===== src/rtl/axil_cfg_master.sv =====
// axil_cfg_master
//   AXI4-Lite master that turns a simple command stream into single AXI-Lite
//   read or write transactions against the accelerator configuration slave,
//   and returns the read data or write response on a response stream.
//   Only one transaction is in flight at any time.
//
//   Byte address = AXIL_BASE_ADDR + (s_cmd_offset << 2), wrapping modulo
//   2^AXIL_ADDR_WIDTH.
//
// Ports
//   clk, rst             single clock; synchronous active-high reset
//   s_cmd_*              command stream in (valid/ready, write, offset, wdata, wstrb)
//   m_rsp_*              response stream out (valid/ready, write echo, rdata, resp)
//   m_axil_*             AXI4-Lite master channels AW, W, B, AR, R
//   timeout_err          sticky watchdog flag (optional build only)
//
// Optional build
//   `define AXIL_CFG_MASTER_TIMEOUT_EN adds a watchdog counter and the
//   timeout_err port. The watchdog only reports; it never abandons a handshake.
module axil_cfg_master #(
  parameter int                         AXIL_WIDTH      = 32,
  parameter int                         AXIL_ADDR_WIDTH = 32,
  parameter int                         STRB_WIDTH      = AXIL_WIDTH / 8,
  parameter logic [AXIL_ADDR_WIDTH-1:0] AXIL_BASE_ADDR  = '0,
  parameter int                         OFFSET_WIDTH    = 8,
  parameter int                         TIMEOUT_CYCLES  = 1024
) (
  input  logic                       clk,
  input  logic                       rst,
  input  logic                       s_cmd_valid,
  output logic                       s_cmd_ready,
  input  logic                       s_cmd_write,
  input  logic [OFFSET_WIDTH-1:0]    s_cmd_offset,
  input  logic [AXIL_WIDTH-1:0]      s_cmd_wdata,
  input  logic [STRB_WIDTH-1:0]      s_cmd_wstrb,
  output logic                       m_rsp_valid,
  input  logic                       m_rsp_ready,
  output logic                       m_rsp_write,
  output logic [AXIL_WIDTH-1:0]      m_rsp_rdata,
  output logic [1:0]                 m_rsp_resp,
  output logic [AXIL_ADDR_WIDTH-1:0] m_axil_awaddr,
  output logic [2:0]                 m_axil_awprot,
  output logic                       m_axil_awvalid,
  input  logic                       m_axil_awready,
  output logic [AXIL_WIDTH-1:0]      m_axil_wdata,
  output logic [STRB_WIDTH-1:0]      m_axil_wstrb,
  output logic                       m_axil_wvalid,
  input  logic                       m_axil_wready,
  input  logic [1:0]                 m_axil_bresp,
  input  logic                       m_axil_bvalid,
  output logic                       m_axil_bready,
  output logic [AXIL_ADDR_WIDTH-1:0] m_axil_araddr,
  output logic [2:0]                 m_axil_arprot,
  output logic                       m_axil_arvalid,
  input  logic                       m_axil_arready,
  input  logic [AXIL_WIDTH-1:0]      m_axil_rdata,
  input  logic [1:0]                 m_axil_rresp,
  input  logic                       m_axil_rvalid,
  output logic                       m_axil_rready
`ifdef AXIL_CFG_MASTER_TIMEOUT_EN
  , output logic                     timeout_err
`endif
);

  typedef enum logic [2:0] {IDLE, WR, WR_RESP, RD_ADDR, RD_DATA, RSP} state_t;

  state_t                     state_q, state_d;
  logic                       cmd_ready_q, cmd_ready_d;
  logic                       awvalid_q, awvalid_d;
  logic                       wvalid_q, wvalid_d;
  logic                       bready_q, bready_d;
  logic                       arvalid_q, arvalid_d;
  logic                       rready_q, rready_d;
  logic [AXIL_ADDR_WIDTH-1:0] addr_q, addr_d;
  logic [AXIL_WIDTH-1:0]      wdata_q, wdata_d;
  logic [STRB_WIDTH-1:0]      wstrb_q, wstrb_d;
  logic                       rsp_valid_q, rsp_valid_d;
  logic                       rsp_write_q, rsp_write_d;
  logic [AXIL_WIDTH-1:0]      rsp_rdata_q, rsp_rdata_d;
  logic [1:0]                 rsp_resp_q, rsp_resp_d;

  // A channel counts as done once its valid has already dropped or it is
  // handshaking this cycle, so AW and W may finish in either order.
  logic aw_done, w_done;
  assign aw_done = !awvalid_q || m_axil_awready;
  assign w_done  = !wvalid_q  || m_axil_wready;

  always_comb begin
    state_d     = state_q;
    cmd_ready_d = cmd_ready_q;
    awvalid_d   = awvalid_q;
    wvalid_d    = wvalid_q;
    bready_d    = bready_q;
    arvalid_d   = arvalid_q;
    rready_d    = rready_q;
    addr_d      = addr_q;
    wdata_d     = wdata_q;
    wstrb_d     = wstrb_q;
    rsp_valid_d = rsp_valid_q;
    rsp_write_d = rsp_write_q;
    rsp_rdata_d = rsp_rdata_q;
    rsp_resp_d  = rsp_resp_q;
    case (state_q)
      IDLE: begin
        if (s_cmd_valid && cmd_ready_q) begin
          addr_d      = AXIL_BASE_ADDR + (AXIL_ADDR_WIDTH'(s_cmd_offset) << 2);
          wdata_d     = s_cmd_wdata;
          wstrb_d     = s_cmd_wstrb;
          cmd_ready_d = 1'b0;
          if (s_cmd_write) begin
            awvalid_d = 1'b1;
            wvalid_d  = 1'b1;
            state_d   = WR;
          end else begin
            arvalid_d = 1'b1;
            state_d   = RD_ADDR;
          end
        end
      end
      WR: begin
        if (awvalid_q && m_axil_awready) awvalid_d = 1'b0;
        if (wvalid_q && m_axil_wready)   wvalid_d  = 1'b0;
        if (aw_done && w_done) begin
          bready_d = 1'b1;
          state_d  = WR_RESP;
        end
      end
      WR_RESP: begin
        if (m_axil_bvalid) begin
          bready_d    = 1'b0;
          rsp_valid_d = 1'b1;
          rsp_write_d = 1'b1;
          rsp_rdata_d = '0;
          rsp_resp_d  = m_axil_bresp;
          state_d     = RSP;
        end
      end
      RD_ADDR: begin
        if (m_axil_arready) begin
          arvalid_d = 1'b0;
          rready_d  = 1'b1;
          state_d   = RD_DATA;
        end
      end
      RD_DATA: begin
        if (m_axil_rvalid) begin
          rready_d    = 1'b0;
          rsp_valid_d = 1'b1;
          rsp_write_d = 1'b0;
          rsp_rdata_d = m_axil_rdata;
          rsp_resp_d  = m_axil_rresp;
          state_d     = RSP;
        end
      end
      RSP: begin
        // Ready for the next command only after the response handshake edge.
        if (m_rsp_ready) begin
          rsp_valid_d = 1'b0;
          cmd_ready_d = 1'b1;
          state_d     = IDLE;
        end
      end
      default: state_d = IDLE;
    endcase
  end

  always_ff @(posedge clk) begin
    if (rst) begin
      state_q     <= IDLE;
      cmd_ready_q <= 1'b1;
      awvalid_q   <= 1'b0;
      wvalid_q    <= 1'b0;
      bready_q    <= 1'b0;
      arvalid_q   <= 1'b0;
      rready_q    <= 1'b0;
      addr_q      <= '0;
      wdata_q     <= '0;
      wstrb_q     <= '0;
      rsp_valid_q <= 1'b0;
      rsp_write_q <= 1'b0;
      rsp_rdata_q <= '0;
      rsp_resp_q  <= '0;
    end else begin
      state_q     <= state_d;
      cmd_ready_q <= cmd_ready_d;
      awvalid_q   <= awvalid_d;
      wvalid_q    <= wvalid_d;
      bready_q    <= bready_d;
      arvalid_q   <= arvalid_d;
      rready_q    <= rready_d;
      addr_q      <= addr_d;
      wdata_q     <= wdata_d;
      wstrb_q     <= wstrb_d;
      rsp_valid_q <= rsp_valid_d;
      rsp_write_q <= rsp_write_d;
      rsp_rdata_q <= rsp_rdata_d;
      rsp_resp_q  <= rsp_resp_d;
    end
  end

  // One latched address serves both AW and AR; only one is ever valid.
  assign s_cmd_ready    = cmd_ready_q;
  assign m_rsp_valid    = rsp_valid_q;
  assign m_rsp_write    = rsp_write_q;
  assign m_rsp_rdata    = rsp_rdata_q;
  assign m_rsp_resp     = rsp_resp_q;
  assign m_axil_awaddr  = addr_q;
  assign m_axil_awprot  = 3'b000;
  assign m_axil_awvalid = awvalid_q;
  assign m_axil_wdata   = wdata_q;
  assign m_axil_wstrb   = wstrb_q;
  assign m_axil_wvalid  = wvalid_q;
  assign m_axil_bready  = bready_q;
  assign m_axil_araddr  = addr_q;
  assign m_axil_arprot  = 3'b000;
  assign m_axil_arvalid = arvalid_q;
  assign m_axil_rready  = rready_q;

`ifdef AXIL_CFG_MASTER_TIMEOUT_EN
  localparam int            TW   = $clog2(TIMEOUT_CYCLES + 1);
  localparam logic [TW-1:0] TMAX = TW'(TIMEOUT_CYCLES);

  logic [TW-1:0] wd_cnt_q, wd_cnt_d;
  logic          timeout_err_q, timeout_err_d;
  logic          waiting;

  assign waiting = (state_q == WR) || (state_q == WR_RESP) ||
                   (state_q == RD_ADDR) || (state_q == RD_DATA);

  // Counter restarts on every state change and saturates at the limit.
  always_comb begin
    wd_cnt_d = wd_cnt_q;
    if (state_d != state_q)
      wd_cnt_d = '0;
    else if (waiting && (wd_cnt_q != TMAX))
      wd_cnt_d = wd_cnt_q + TW'(1);
    timeout_err_d = timeout_err_q || (wd_cnt_d == TMAX);
  end

  always_ff @(posedge clk) begin
    if (rst) begin
      wd_cnt_q      <= '0;
      timeout_err_q <= 1'b0;
    end else begin
      wd_cnt_q      <= wd_cnt_d;
      timeout_err_q <= timeout_err_d;
    end
  end

  assign timeout_err = timeout_err_q;
`else
  logic unused_timeout;
  assign unused_timeout = ^TIMEOUT_CYCLES;
`endif

endmodule

===== config.mk =====
export PLATFORM = sky130hd
export DESIGN_NAME = axil_cfg_master
export DESIGN_NICKNAME = d
export VERILOG_FILES = /design/src/rtl/axil_cfg_master.sv
export SDC_FILE = /design/constraint.sdc
export NUM_CORES = 1
export LEC_CHECK = 0
export BUFFER_PORTS_ARGS = -buffer_cell sky130_fd_sc_hd__buf_2
export CORE_MARGIN = 5
export CORE_UTILIZATION = 39
export CTS_CLUSTER_SIZE = 24
export DETAILED_ROUTE_END_ITERATION = 6
export GPL_TIMING_DRIVEN = 0
export PLACE_DENSITY_LB_ADDON = 0.15
export SYNTH_ARGS = -nofsm -noshare
export SYNTH_HDL_FRONTEND = slang
export SYNTH_SLANG_ARGS = --single-unit

===== constraint.sdc =====
create_clock -name clk -period 1.6 [get_ports clk]
set_clock_uncertainty 0.15 [all_clocks]
set_input_delay 0.16 -clock clk [delete_from_list [all_inputs] [get_ports clk]]
set_output_delay 0.16 -clock clk [all_outputs]
set_load 0.01 [all_outputs]

==> results of run 1 <==
==> where the power goes <==
| part | internal, uW | switching, uW | leakage, uW |
|---|---|---|---|
| Sequential | 2560 | 225 | 0.000725 |
| Combinational | 1770 | 1820 | 0.00236 |
| Clock | 914 | 751 | 0.000106 |
| Total | 5250 | 2800 | 0.00319 |
==> critical path, cell delays in order (launching register included) <==
cell	delay, ps
dfxtp_4	370
buf_8	130
nor4_4	250
buf_4	180
buf_12	130
clkbuf_16	140
nand2_1	70
a21oi_2	120
==> per-stage QoR <==
step                      utilization  setup slack [ps]  hold slack, ps
after detailed placement        0.528              -271             256
final                           0.681             -25.0            14.0
after global routing            0.681             -88.3            19.7
after global placement          0.528              -228             253
after floorplan                     -              22.1             107
after CTS                       0.660             -48.5          0.0525
==> kinds of logic (layout without fill, tap and decap cells) <==
kind of cell    count (synthesis)  count (layout)
compound gates                100             100
buf+inv                        99             391
simple gates                  188             188
other cells                     1              54
flops                          89              89
mux                             4               4
==> what timing repair did <==
action                                  CTS  global route
hold buffers                             81             0
hold endpoints to repair                 83             0
cloned                                    1             3
endpoints found under the setup margin   86            85
buffers inserted                          7             5
pin swaps                                14            21
gates resized for setup                  61            42
==> Yosys cell counts, drive strengths merged <==
cell,number,share of area
a211o,1,0.0023
a211oi,4,0.0078
a21o,1,0.0019
a21oi,83,0.11
a311oi,1,0.0039
a31oi,4,0.0065
and2,1,0.0016
and2b,3,0.0058
buf,82,0.16
clkbuf,13,0.013
conb,1,0.00097
dfxtp,89,0.46
inv,4,0.0039
mux2i,4,0.010
nand2,130,0.13
nand2b,3,0.0049
nand3,32,0.042
nand3b,3,0.0058
nor2,6,0.0058
nor2b,2,0.0032
nor3,4,0.0052
nor4,1,0.0055
nor4b,1,0.0023
o21a,1,0.0019
o21ai,4,0.0052
o2bb2ai,1,0.0023
or3,1,0.0016
or4,1,0.0019
==> registers in the layout, indices dropped and copies added (netlist names) <==
register	count
m_axil_wstrb	4
m_axil_araddr	8
state_q	3
m_axil_bready	1
m_rsp_valid	1
m_rsp_write	1
m_rsp_rdata	32
m_axil_arvalid	1
m_axil_wvalid	1
m_rsp_resp	2
s_cmd_ready	1
m_axil_wdata	32
m_axil_rready	1
m_axil_awvalid	1
==> area by class of cell <==
| cell class | count | area [um^2] | share of cell area |
|---|---|---|---|
| Clock inverter | 3 | 65.1 | 0.00982 |
| Multi-Input combinational cell | 346 | 1770 | 0.268 |
| Buffer | 93 | 763 | 0.115 |
| Inverter | 4 | 15.0 | 0.00227 |
| Timing Repair Buffer | 279 | 1900 | 0.287 |
| Tap cell | 133 | 166 | 0.0251 |
| Clock buffer | 12 | 145 | 0.0219 |
| Sequential cell | 89 | 1790 | 0.271 |
==> final timing paths <==
check | from | to | slack [ps] | cells past startpoint
worst min register to register | m_rsp_rdata[12]$_SDFFE_PP0P_ | m_rsp_rdata[12]$_SDFFE_PP0P_ | 300 | 2
worst max register to register | state_q[2]$_SDFFE_PP0P_ | m_axil_wdata[19]$_SDFFE_PP0P_ | -20 | 7
worst max-delay path | state_q[2]$_SDFFE_PP0P_ | m_axil_wdata[19]$_SDFFE_PP0P_ | -20 | 7
worst min-delay path | m_axil_bresp[1] | m_rsp_resp[1]$_SDFFE_PP0P_ | 10 | 3
==> per-layer routing <==
| metal | wire [um] | vias to the layer above |
|---|---|---|
| met5 | 0 | - |
| met4 | 261 | 0 |
| met3 | 1090 | 22 |
| met2 | 6680 | 198 |
| met1 | 5160 | 1923 |
| li1 | - | 2152 |
==> summary.txt, run 1 <==
Floorplanning
  – Ports: 238
  – Placement row count: 36
  – Die height: 109 um
  – Die X: 109 um
  – CORE AREA: 0.00973 mm^2
  – Initial Utilization: 0.396
  – Die area: 0.0120 mm^2

Synthesis
  – Synth unique cells: 33
  – Compound-cell area share of the yosys netlist: 0.143
  – Cell Area, Synth: 0.00386 mm^2
  – Sequential fraction of the synthesis area: 0.462
  – XOR/XNOR share of the synthesized area: 0
  – Synth warn: 0
  – Largest family of logic cells by synthesized area: simple AND/OR/NAND/NOR gates
  – Yosys reg bits: 89
  – Post-synthesis mux area share: 0.0104
  – Simple-gate portion of the synthesized area: 0.212
  – Cells after Synth: 481
  – Adder-cell share of the synthesized area: 0
  – Avg Cell Area, Syn: 8.02 um^2

Worst setup path
  – CP arrival: 1750 ps
  – Worst Setup End Kind: register
  – Crit path max fanout: 7
  – Critical Path RT: 1730 ps
  – CP Launch Type: register
  – Worst Setup Path Type: reg2reg

Clocking
  – Worst-Skew Late Latency: 340 ps
  – CTS clk-pin slew, worst paths: 90 ps
  – Clock sinks: 89
  – Cts bufs inserted: 9
  – Max clock buf depth: 2
  – CTS tree: done
  – H-tree depth: 3
  – CTS Root Cell: clkbuf_8

Pwr
  – Pwr per Cell Area: 1210 mW/mm^2
  – VDD IR max: 0.000534 V
  – LEAKAGE: 0.00319 uW
  – Post-layout power: 8050 uW

Routing
  – Drt first-iter violations: 191
  – DRC viols: 0
  – DR WL/cell: 13.8 um
  – ANT nets after route: 0
  – DR vias: 4295
  – DR pass1 iterations: 4
  – DR vias/cell: 4.48
  – WL final: 13.2 mm

GRT
  – Met3 Use GR: 0.0458
  – First-pass GRT wire length: 19.0 mm
  – Grt met2 use: 0.367
  – Met1 Use GR: 0.224
  – Grt ovf: 0
  – Antenna violations before repair: 0
  – Total global-route track usage: 0.200
  – Vias in the first global route: 4043
  – Largest net degree at the start of global routing: 14
  – Grt peak-use layer: met2

Placed design
  – Placed cells: 849
  – Detailed placement HPWL: 8.97 mm
  – GP Congestion: 0.757
  – Placed Area: 0.00514 mm^2
  – IO buf count: 182

Finish
  – Number of fill cells: 825
  – Fin nets: 912
  – Most common cell after layout, fill and taps aside: buf_2
  – Diode count: 0
  – Final instance area: 0.00663 mm^2
  – Fraction of layout cells with a size suffix above 1: 0.410
  – Post-Layout Cell Count: 959
  – Most frequent cells in the layout: 182 x buf_2, 113 x nand2_1, 85 x dfxtp_1
  – Area grow syn2layout: 71.8%

Timing
  – Final WS setup: -25.0 ps
  – Setup-failing EPs final: 26
  – RSZ-0062 raised after global routing: true
  – Tcrit/Tclk final: 1.02
  – Setup TNS: -266 ps
  – Timing-limited maximum frequency: 615 MHz
  – Slew margin rel.: 0.593
  – Max Slew Vio Count: 0
  – Tmin final: 1620 ps
  – Final hold vios: 0
  – Slew @ Worst Pin: 611 ps

Min path
  – Worst Hold Class: in2reg

Run status
  – Status: finished, violations left
  – Failing checks: negative setup slack

Job
  – Max cap viols: 0
Note: power is estimated with default switching activity, not from simulation.
==> run 2, diff against run 1 <==
--- a/config.mk
+++ b/config.mk
@@ -15,3 +15,4 @@
 export SYNTH_ARGS = -nofsm -noshare
 export SYNTH_HDL_FRONTEND = slang
 export SYNTH_SLANG_ARGS = --single-unit
+export TNS_END_PERCENT = 20
==> run 2 against run 1 <==
Largest power group unchanged. Combinational power hardly changed. Sequential share of layout area is 0.25 points lower. Critical path type unchanged. Hold slack better by 1.5 ps. Highest routed layer unchanged. Core utilization is 0.64 points higher. Wire length is 1.7% higher. Design area up 0.94%. Setup slack got worse by 8.9 ps. The flow still finishes with violations (negative setup slack). Clock power hardly changed. Via count increased by 0.23%. Die area stayed put. Flip-flop and latch count did not move. Power rose by 0.14%.
==> summary.txt, run 2 (synthesis results as in run 1) <==
Routing
  – ANT nets after route: 0 (unchanged)
  – DR WL/cell: 13.9 um (+0.81%)
  – DR vias/cell: 4.45 (-0.60%)
  – DRC viols: 0 (unchanged)
  – DR vias: 4305 (+0.23%)
  – WL final: 13.4 mm (+1.7%)
  – DR pass1 iterations: 4 (unchanged)
  – Drt first-iter violations: 219 (+15%)

Floorplanning
  – Die area: 0.0120 mm^2 (unchanged)
  – Initial Utilization: 0.396 (unchanged)
  – Placement row count: 36 (unchanged)
  – Die height: 109 um (unchanged)
  – CORE AREA: 0.00973 mm^2 (unchanged)
  – Ports: 238 (unchanged)
  – Die X: 109 um (unchanged)

Timing
  – Tmin final: 1630 ps (+8.94 ps)
  – Worst hold margin: 15.6 ps (+1.54 ps)
  – Max Slew Vio Count: 0 (unchanged)
  – Tcrit/Tclk final: 1.02 (+0.00559)
  – Slew @ Worst Pin: 678 ps (+67.0 ps)
  – Timing-limited maximum frequency: 612 MHz (-0.55%)
  – Slew margin rel.: 0.548 (-0.0447)
  – Final hold vios: 0 (unchanged)
  – RSZ-0062 raised after global routing: true
  – Final WS setup: -33.9 ps (-8.94 ps)
  – Setup-failing EPs final: 13 (-50%)

Min path
  – Hold Crit Endpoint: m_axil_awvalid$_SDFFE_PP0P_
  – Worst Hold Class: in2reg
  – Hold path depth: 4 (+1)
  – Hold path start: m_axil_awready

GRT
  – Grt ovf: 0 (unchanged)
  – Antenna violations before repair: 0 (unchanged)
  – First-pass GRT wire length: 18.9 mm (-0.58%)
  – Vias in the first global route: 4014 (-0.72%)
  – Total global-route track usage: 0.199 (-0.000865)
  – Largest net degree at the start of global routing: 14 (unchanged)

Clocking
  – Cts bufs inserted: 9 (unchanged)
  – Max clock buf depth: 2 (unchanged)
  – CTS tree: done
  – CTS clk-pin slew, worst paths: 80 ps (about the same)
  – Worst-Skew Late Latency: 350 ps (about the same)
  – Clock sinks: 89 (unchanged)
  – CTS Root Cell: clkbuf_8
  – H-tree depth: 3 (unchanged)

Worst setup path
  – Setup slack, reg-to-reg: -30 ps (about the same)
  – CP Launch Type: register
  – Slowest cell on crit path: dfxtp_4
  – FF-to-FF Start: state_q[1]$_SDFFE_PP0P_
  – CP max stage delay: 370 ps (about the same)
  – CP bufs+invs: 3 (-1)
  – Worst Setup Path Type: reg2reg
  – Crit path max fanout: 10 (+3)
  – CP delay by family, top: buffers and inverters
  – Reg2Reg Depth: 8 (+1)
  – Critical Path RT: 1680 ps (-50 ps)
  – Worst Setup End Kind: register
  – CP arrival: 1710 ps (-40 ps)
  – Cell with the most instances on the worst path: buf_4
  – Worst path cell trace: buf_4, buf_6, nor2_2, nand2_1, a31oi_1, nor3_2, buf_4, o2bb2ai_1
  – Worst flop-to-flop path endpoint: state_q[2]$_SDFFE_PP0P_

Pwr
  – Post-layout power: 8060 uW (+0.14%)
  – Pwr per Cell Area: 1210 mW/mm^2 (-0.80%)
  – VDD IR max: 0.000540 V (+1.0%)
  – LEAKAGE: 0.00319 uW (about the same)

Placed design
  – Pre-CTS setup slack: -271 ps (unchanged)
  – Placed Area: 0.00514 mm^2 (unchanged)
  – IO buf count: 182 (unchanged)
  – GP Congestion: 0.757 (unchanged)
  – Detailed placement HPWL: 8.97 mm (unchanged)

Finish
  – Fraction of layout cells with a size suffix above 1: 0.424 (+0.0140)
  – Fin nets: 920 (+0.88%)
  – Area grow syn2layout: 73.4%
  – Most frequent cells in the layout: 183 x buf_2, 119 x nand2_1, 85 x dfxtp_1
  – Most common cell after layout, fill and taps aside: buf_2
  – Final instance area: 0.00669 mm^2 (+0.94%)
  – Diode count: 0 (unchanged)
  – Final Util: 0.688 (+0.00643)

Run status
  – Failing checks: negative setup slack
  – Status: finished, violations left

Job
  – Max cap viols: 0 (unchanged)
## run 2: changes by cell type in the layout (fill, tap and decap cells not counted), sizes merged
cell / delta
clkbuf: -1
buf: +9
## run 2: through the flow
step           cells  TNS [ps]
4_1_cts          953      -841
6_report         967      -103
3_3_place_gp     849    -15320
2_1_floorplan    534         0
5_1_grt          967     -4650
3_5_place_dp     849    -16740
## run 2: cell type report
| class | count | area [um^2] |
|---|---|---|
| inverter | 4 | 15.0 |
| tap | 133 | 166 |
| buffer | 94 | 759 |
| multi-input combinational | 346 | 1780 |
| clock buffer | 12 | 145 |
| clock inverter | 3 | 65.1 |
| sequential | 89 | 1790 |
| timing repair buffer | 286 | 1960 |
| fill | 816 | 3040 |
## run 2: worst max-delay path by stage
stage,from,endpoint,slack [ps],depth (start not counted)
floorplan,state_q[1]$_SDFFE_PP0P_,m_axil_arvalid$_SDFFE_PP0P_,20,4
global placement,state_q[1]$_SDFFE_PP0P_,m_axil_wdata[28]$_SDFFE_PP0P_,-230,5
detailed placement,state_q[1]$_SDFFE_PP0P_,m_axil_araddr[5]$_SDFFE_PP0P_,-270,5
CTS,state_q[1]$_SDFFE_PP0P_,m_axil_araddr[5]$_SDFFE_PP0P_,-40,5
global route,state_q[2]$_SDFFE_PP0P_,m_rsp_rdata[22]$_SDFFE_PP0P_,-100,7
finish,state_q[1]$_SDFFE_PP0P_,state_q[2]$_SDFFE_PP0P_,-30,8
## run 2: where the power goes
group	total (uW)	internal (uW)	leakage [uW]	switching (uW)
combinational	3610	1790	0.00235	1820
sequential	2780	2560	0.000725	213
clock	1670	914	0.000106	758
total	8060	5270	0.00319	2790
## run 2: repair_timing
item	in CTS	in global routing
setup endpoints to repair	86	86
setup buffers	7	12
hold buffers	81	0
endpoints found under the hold margin	83	0
gates cloned	1	3
gates resized for setup	41	65
pin swaps	4	40
## run 2: per-layer routing
layer | part of all wire | GRT usage | up-vias
met5 | 0 | 0 | -
met4 | 0.021 | 0.0739 | 0
met3 | 0.079 | 0.0452 | 24
met2 | 0.52 | 0.367 | 177
met1 | 0.38 | 0.221 | 1944
li1 | - | - | 2160
## run 2: worst register-to-register path: stages (launching register included)
cell	delay [ps]
dfxtp_4	370
buf_4	130
buf_6	130
nor2_2	110
nand2_1	70
a31oi_1	210
nor3_2	70
buf_4	150
o2bb2ai_1	110
